File: src/rtl/pipe_stage_fifo.sv
// Handshake pipeline stage: transforms each captured word and buffers up to DEPTH results.
// Define PIPE_STAGE_FIFO_LEVEL_EN to expose the registered occupancy on the level port.
module pipe_stage_fifo #(
    parameter int WIDTH = 8,
    parameter int DEPTH = 4,
    parameter int OP    = 0,
    parameter int K     = 1
) (
    input  logic                    clk,
    input  logic                    reset,
    input  logic                    DIR,
    input  logic [WIDTH-1:0]        data_in,
    output logic                    ack_prev,
    output logic                    DOR,
    output logic [WIDTH-1:0]        data_out,
    input  logic                    ack_from_next
`ifdef PIPE_STAGE_FIFO_LEVEL_EN
    ,
    output logic [$clog2(DEPTH):0]  level
`endif
);

    localparam int PW = $clog2(DEPTH);
    localparam logic [WIDTH-1:0] K_W        = WIDTH'(K);
    localparam logic [PW:0]      FULL_COUNT = (PW+1)'(DEPTH);

    logic [WIDTH-1:0] mem [DEPTH];
    logic [PW-1:0]    rd_ptr;
    logic [PW-1:0]    wr_ptr;
    logic [PW:0]      count;
    logic             full;
    logic             empty;
    logic             push;
    logic             pop;
    logic [WIDTH-1:0] result;

    assign full  = (count == FULL_COUNT);
    assign empty = (count == '0);

    // ack_prev blocks a second capture while upstream is still dropping DIR.
    assign push = DIR && !full && !ack_prev;
    assign pop  = DOR && ack_from_next;

    assign data_out = mem[rd_ptr];

    always_comb begin
        result = data_in;
        if (OP == 0) begin
            result = data_in + K_W;
        end else if (OP == 1) begin
            result = data_in - K_W;
        end
    end

    // DOR follows the pre-update occupancy, giving one cycle between capture and
    // presentation, and returns to zero for the cycle after every pop.
    always_ff @(posedge clk) begin
        if (reset) begin
            rd_ptr   <= '0;
            wr_ptr   <= '0;
            count    <= '0;
            ack_prev <= 1'b0;
            DOR      <= 1'b0;
            for (int i = 0; i < DEPTH; i++) begin
                mem[i] <= '0;
            end
        end else begin
            if (push) begin
                mem[wr_ptr] <= result;
                wr_ptr      <= wr_ptr + 1'b1;
            end
            if (pop) begin
                rd_ptr <= rd_ptr + 1'b1;
            end
            count    <= count + {{PW{1'b0}}, push} - {{PW{1'b0}}, pop};
            ack_prev <= push;
            DOR      <= !empty && !pop;
        end
    end

`ifdef PIPE_STAGE_FIFO_LEVEL_EN
    assign level = count;
`endif

endmodule

File: config.mk
export PLATFORM = sky130hd
export DESIGN_NAME = pipe_stage_fifo
export DESIGN_NICKNAME = d
export VERILOG_FILES = /design/src/rtl/pipe_stage_fifo.sv
export SDC_FILE = /design/constraint.sdc
export NUM_CORES = 1
export LEC_CHECK = 0
export ABC_AREA = 1
export BUFFER_PORTS_ARGS = -buffer_cell sky130_fd_sc_hd__buf_4
export CORE_MARGIN = 1
export CORE_UTILIZATION = 52
export CTS_BUF_LIST = sky130_fd_sc_hd__clkbuf_16
export CTS_CLUSTER_DIAMETER = 60
export DETAILED_ROUTE_END_ITERATION = 12
export GPL_TIMING_DRIVEN = 0
export PLACE_DENSITY = 0.75
export SYNTH_ARGS = -nofsm -noshare
export SYNTH_HDL_FRONTEND = slang
export SYNTH_SLANG_ARGS = --single-unit
File: constraint.sdc
create_clock -name clk -period 1.85 [get_ports clk]
set_input_delay 0.0925 -clock clk [delete_from_list [all_inputs] [get_ports clk]]
set_output_delay 0.0925 -clock clk [all_outputs]
set_load 0.01 [all_outputs]
Word level (Yosys, flattened, before mapping)
Memories as Yosys holds them, arrays and structs flattened. A register that Yosys moved wholly into a read port is not among the register bits.
Cells that the tools add are included.
{"block": "totals", "regBits": 9, "latch_bits": 0, "ramBits": 32, "mem_bits_ro": 0, "input_bits": 12, "output_inout_bits": 10, "word_cells": 32, "mem_count": 1}
{"name": "mem", "depth": 4, "word_bits": 8, "read_ports": 1, "rd_clocked_by_memory_dff": 1, "write_ports": 4, "line": "27", "rtl": "logic [WIDTH-1:0] mem [DEPTH];"}
{"block": "op_classes", "addsub": 5, "multipliers": 0, "div_mod_pow": 0, "order_cmp": 0, "n_eq_ne": 1, "shift": 0, "mux": 10, "n_bitwise": 0, "reduce_logical": 10}
{"cell": "$add A8 B1 Y8 const B", "count": 1}
{"cell": "$mux W8", "count": 1}
{"cell": "$reduce_or A8 Y1", "count": 1}
{"cell": "$mux W1", "count": 6}
{"cell": "$mux W2", "count": 3}
{"cell": "$add A2 B1 Y2 const B", "count": 2}
{"cell": "$logic_and A1 B1 Y1", "count": 4}
{"cell": "$logic_not A1 Y1", "count": 4}
{"cell": "$add A3 B1 Y3", "count": 1}
{"cell": "$eq A3 B3 Y1 const B", "count": 1}
{"cell": "$logic_not A3 Y1", "count": 1}
{"cell": "$sub A3 B1 Y3", "count": 1}

Depth between registers and ports, before layout
{"block": "logic_depth", "ltp_word": 9, "mapped_depth": 11}

Worst setup path before layout
OpenSTA, ideal clock, no wires.
{"block": "synth_path", "path_type": "register to register", "startpoint": "reg ack_prev", "endpoint": "reg count[2]", "t_arrival_ps": 1760, "path_slack_ps": -22, "stages_incl_launch_ff": 11, "path_buffers": 0, "path_cell_list": "dfxtp_1 -> nor2_2 -> nand2_4 -> ha_1 -> inv_1 -> ha_1 -> fa_1 -> xnor2_1 -> nand2_1 -> nand2_1 -> nor2_1"}
{"block": "synth_via", "elab_chain_cells": 4}
{"element": "start, declared", "line": "13", "rtl": "output logic ack_prev,"}
{"element": "start signal, assigned", "line": "76", "rtl": "ack_prev <= push;"}
{"element": "$logic_not A1 Y1", "line": "41", "rtl": "assign push = DIR && !full && !ack_prev;"}
{"element": "$logic_and A1 B1 Y1", "line": "41"}
{"element": "$add A3 B1 Y3", "line": "75", "rtl": "count <= count + {{PW{1'b0}}, push} - {{PW{1'b0}}, pop};"}
{"element": "$sub A3 B1 Y3", "line": "75"}
{"element": "end signal, assigned", "line": "75"}
{"element": "end, declared", "line": "30", "rtl": "logic [PW:0] count;"}
No other way between the ends.
A chain may end at the register's enable or synchronous reset.

Worst setup path in the final report
{"block": "layout_path", "startpoint": "reg count[0]", "endpoint": "reg count[2]"}
{"block": "layout_via", "elab_chain_cells": 6}
{"element": "$eq A3 B3 Y1", "line": "37", "rtl": "assign full = (count == FULL_COUNT);"}
{"element": "$logic_not A1 Y1", "line": "41"}
{"element": "$logic_and A1 B1 Y1 (2 in series)", "line": "41"}
{"element": "$add A3 B1 Y3 (*)", "line": "75"}
{"element": "$sub A3 B1 Y3 (*)", "line": "75"}
Every way passes the cells marked *; elsewhere a longest branch is shown, timed or not.

==> impl_metrics.ini <==
[clock_tree]
clock_path_buffers = 2
cts_buffers = 5
cts_sinks = 43
clock_latency_ns = 0.28
ctsHtreeMaxLevel = 2
cts_root_buf = clkbuf_16
cts_tree = built
clk_pin_slew_ns = 0.05

[synth]
synthDistinctLibCells = 25
yosysSeqAreaShare_pct = 59.0
synth_flop_cell = edfxtp_1
synth_area_leader_cell = edfxtp_1
yosys.area_share.simple_pct = 21.9
synth_edf_count = 32
synth_area_leaders = edfxtp_1, dfxtp_1, nor2_1, inv_1, o21ai_0
synth-compound-area-share_pct = 8.13
synth_fa_ha_area_share_pct = 2.88
yosys_warnings = 0
syn_inst = 205
synth_area_per_cell_um2 = 9.76
netlist_area_um2 = 2000
synth.top_cell.area_share_pct = 48.0
synth-xor-area-share_pct = 2.63
synthMuxAreaShare_pct = 0
syn_nets = 221
synth_top_family_by_area = simple AND/OR/NAND/NOR gates
synth-async-reset-ratio_pct = 0
synth.ff_latch_count = 43

[floorplan]
start_util_pct = 54.2
rows = 22
fp.dieH_um = 64.0
io_pins = 22
core-area_um2 = 3690
die_w_um = 64.0
floorplan.die_area_um2 = 4100

[critical_path]
startpoint_type = flip-flop
required_ns = 2.02
cp_max_fo = 3
reg2reg_from = count[0]
setup.worst_path.class = reg2reg
end_kind = flip-flop
arrival_ns = 1.95
crit_start = count[0]

[route]
ant_nets = 0
drt_iter0_drc = 73
viasPerCell = 5.08
wl_per_cell_um = 13.1
drc = 0
drt_first_pass_iters = 4
totalWireLength_mm = 3.73
num_vias = 1444

[power]
ir_drop_mv = 0.796
power_density_nw_per_um2 = 1190
finalPower_mw = 2.87
leakage_nw = 1.03

[finish]
area_growth_pct = 20.3
final_cell_mix = nor2_1, edfxtp_1, inv_1, buf_4, nand2_1
diodes = 0
nets = 251
final_common_cell = nor2_1
drive_gt1_share_pct = 22.9
final_core_util_pct = 65.3

[global_routing]
antenna_found_initial = 0
grt_max_degree = 13
grt_pass1_vias = 1390
grt_pass1_wl_mm = 6.42
grt.overflow.total = 0
grt_usage_pct = 21.8

[placed_design]
gp_congestion = 0.735
place_ws_ns = -0.128
io_buffers = 20
dp_hpwl_mm = 2.48

[timing]
clock_skew_ns = 0.00340
min_period_over_period_pct = 96.3
max_clock_freq_ghz = 0.561
report.final.slew_viol_count = 0
rsz0062_at_grt = yes
timing.slew.headroom_pct = 72.2
period_minus_slack_ns = 1.78
fin_ws_ns = 0.0680
worstMarginPinSlew_ns = 0.415
tns_ns = 0
finalSetupViolCount = 0
hold_viol_final = 0
whs_ns = 0.130

[worst_hold_path]
hold_class = in2reg
min_from = reset

[status]
status = completed

[run]
maxCapViolCount = 0
==> state kept, by name, summed over array words and instances (netlist names), named ones only <==
name	count
count	3
DOR	1
mem	32
wr_ptr	2
rd_ptr	2
ack_prev	1
==> cell families after synthesis <==
group,count (synthesis)
simple gates,94
flops,43
compound gates,30
buf+inv,28
xor+xnor,6
fa+ha+maj,4
==> report_power, final <==
group          switching [mW]  internal, mW  total (mW)
Sequential             0.0791          1.18        1.26
Clock                   0.325         0.487       0.812
Combinational           0.455         0.348       0.803
Total                   0.859          2.01        2.87
==> critical path: stages, from the launching register on <==
cell	delay, ns
dfxtp_2	0.35
nor2_2	0.04
nand2_2	0.06
nand2_4	0.06
ha_4	0.26
inv_2	0.03
ha_2	0.16
fa_2	0.37
xnor2_2	0.17
nand2_1	0.07
nand2_1	0.06
nor2_1	0.05
==> timing repair <==
item	4_1_cts	5_1_grt
buffers inserted	2	1
hold buffers	0	0
endpoints found under the setup margin	1	1
pin swaps	3	4
resized for setup	4	7
==> final timing paths <==
check                           slack [ns]   endpoint  cells past startpoint
worst max register to register        0.07   count[2]                     11
worst min register to register        0.48  rd_ptr[0]                      1
worst max-delay path                  0.07   count[2]                     11
worst min-delay path                  0.13   count[1]                      2
==> Yosys cell counts (3+ instances only) <==
cell      instances
nor2_1           51
edfxtp_1         32
inv_1            23
nand2_1          21
o21ai_0          17
dfxtp_1          11
o22ai_1           8
nand2_2           6
nand3_1           5
nor3_1            5
xor2_1            4
a21oi_1           3
buf_2             3
ha_1              3
==> metal layers <==
layer / track usage, % / up-vias / share of wire [%]
li1: - / 741 / -
met1: 27.7 / 657 / 45
met5: 0 / - / 0
met3: 5.89 / 5 / 5.2
met2: 35.6 / 41 / 48
met4: 7.67 / 0 / 1.6
==> through the flow <==
stage | instances | instance area (um2)
floorplan | 205 | 2000
global placement | 273 | 2210
detailed placement | 273 | 2210
CTS | 283 | 2380
global route | 284 | 2410
finish | 284 | 2410
==> area by class of cell <==
type | instances | area (um2)
Buffer | 3 | 15.0
Clock buffer | 5 | 125
Clock inverter | 3 | 12.5
Fill cell | 300 | 1280
Inverter | 25 | 93.8
Multi-Input combinational cell | 134 | 743
Sequential cell | 43 | 1180
Tap cell | 48 | 60.1
Timing Repair Buffer | 23 | 173
Note: power is estimated with default switching activity, not from simulation.
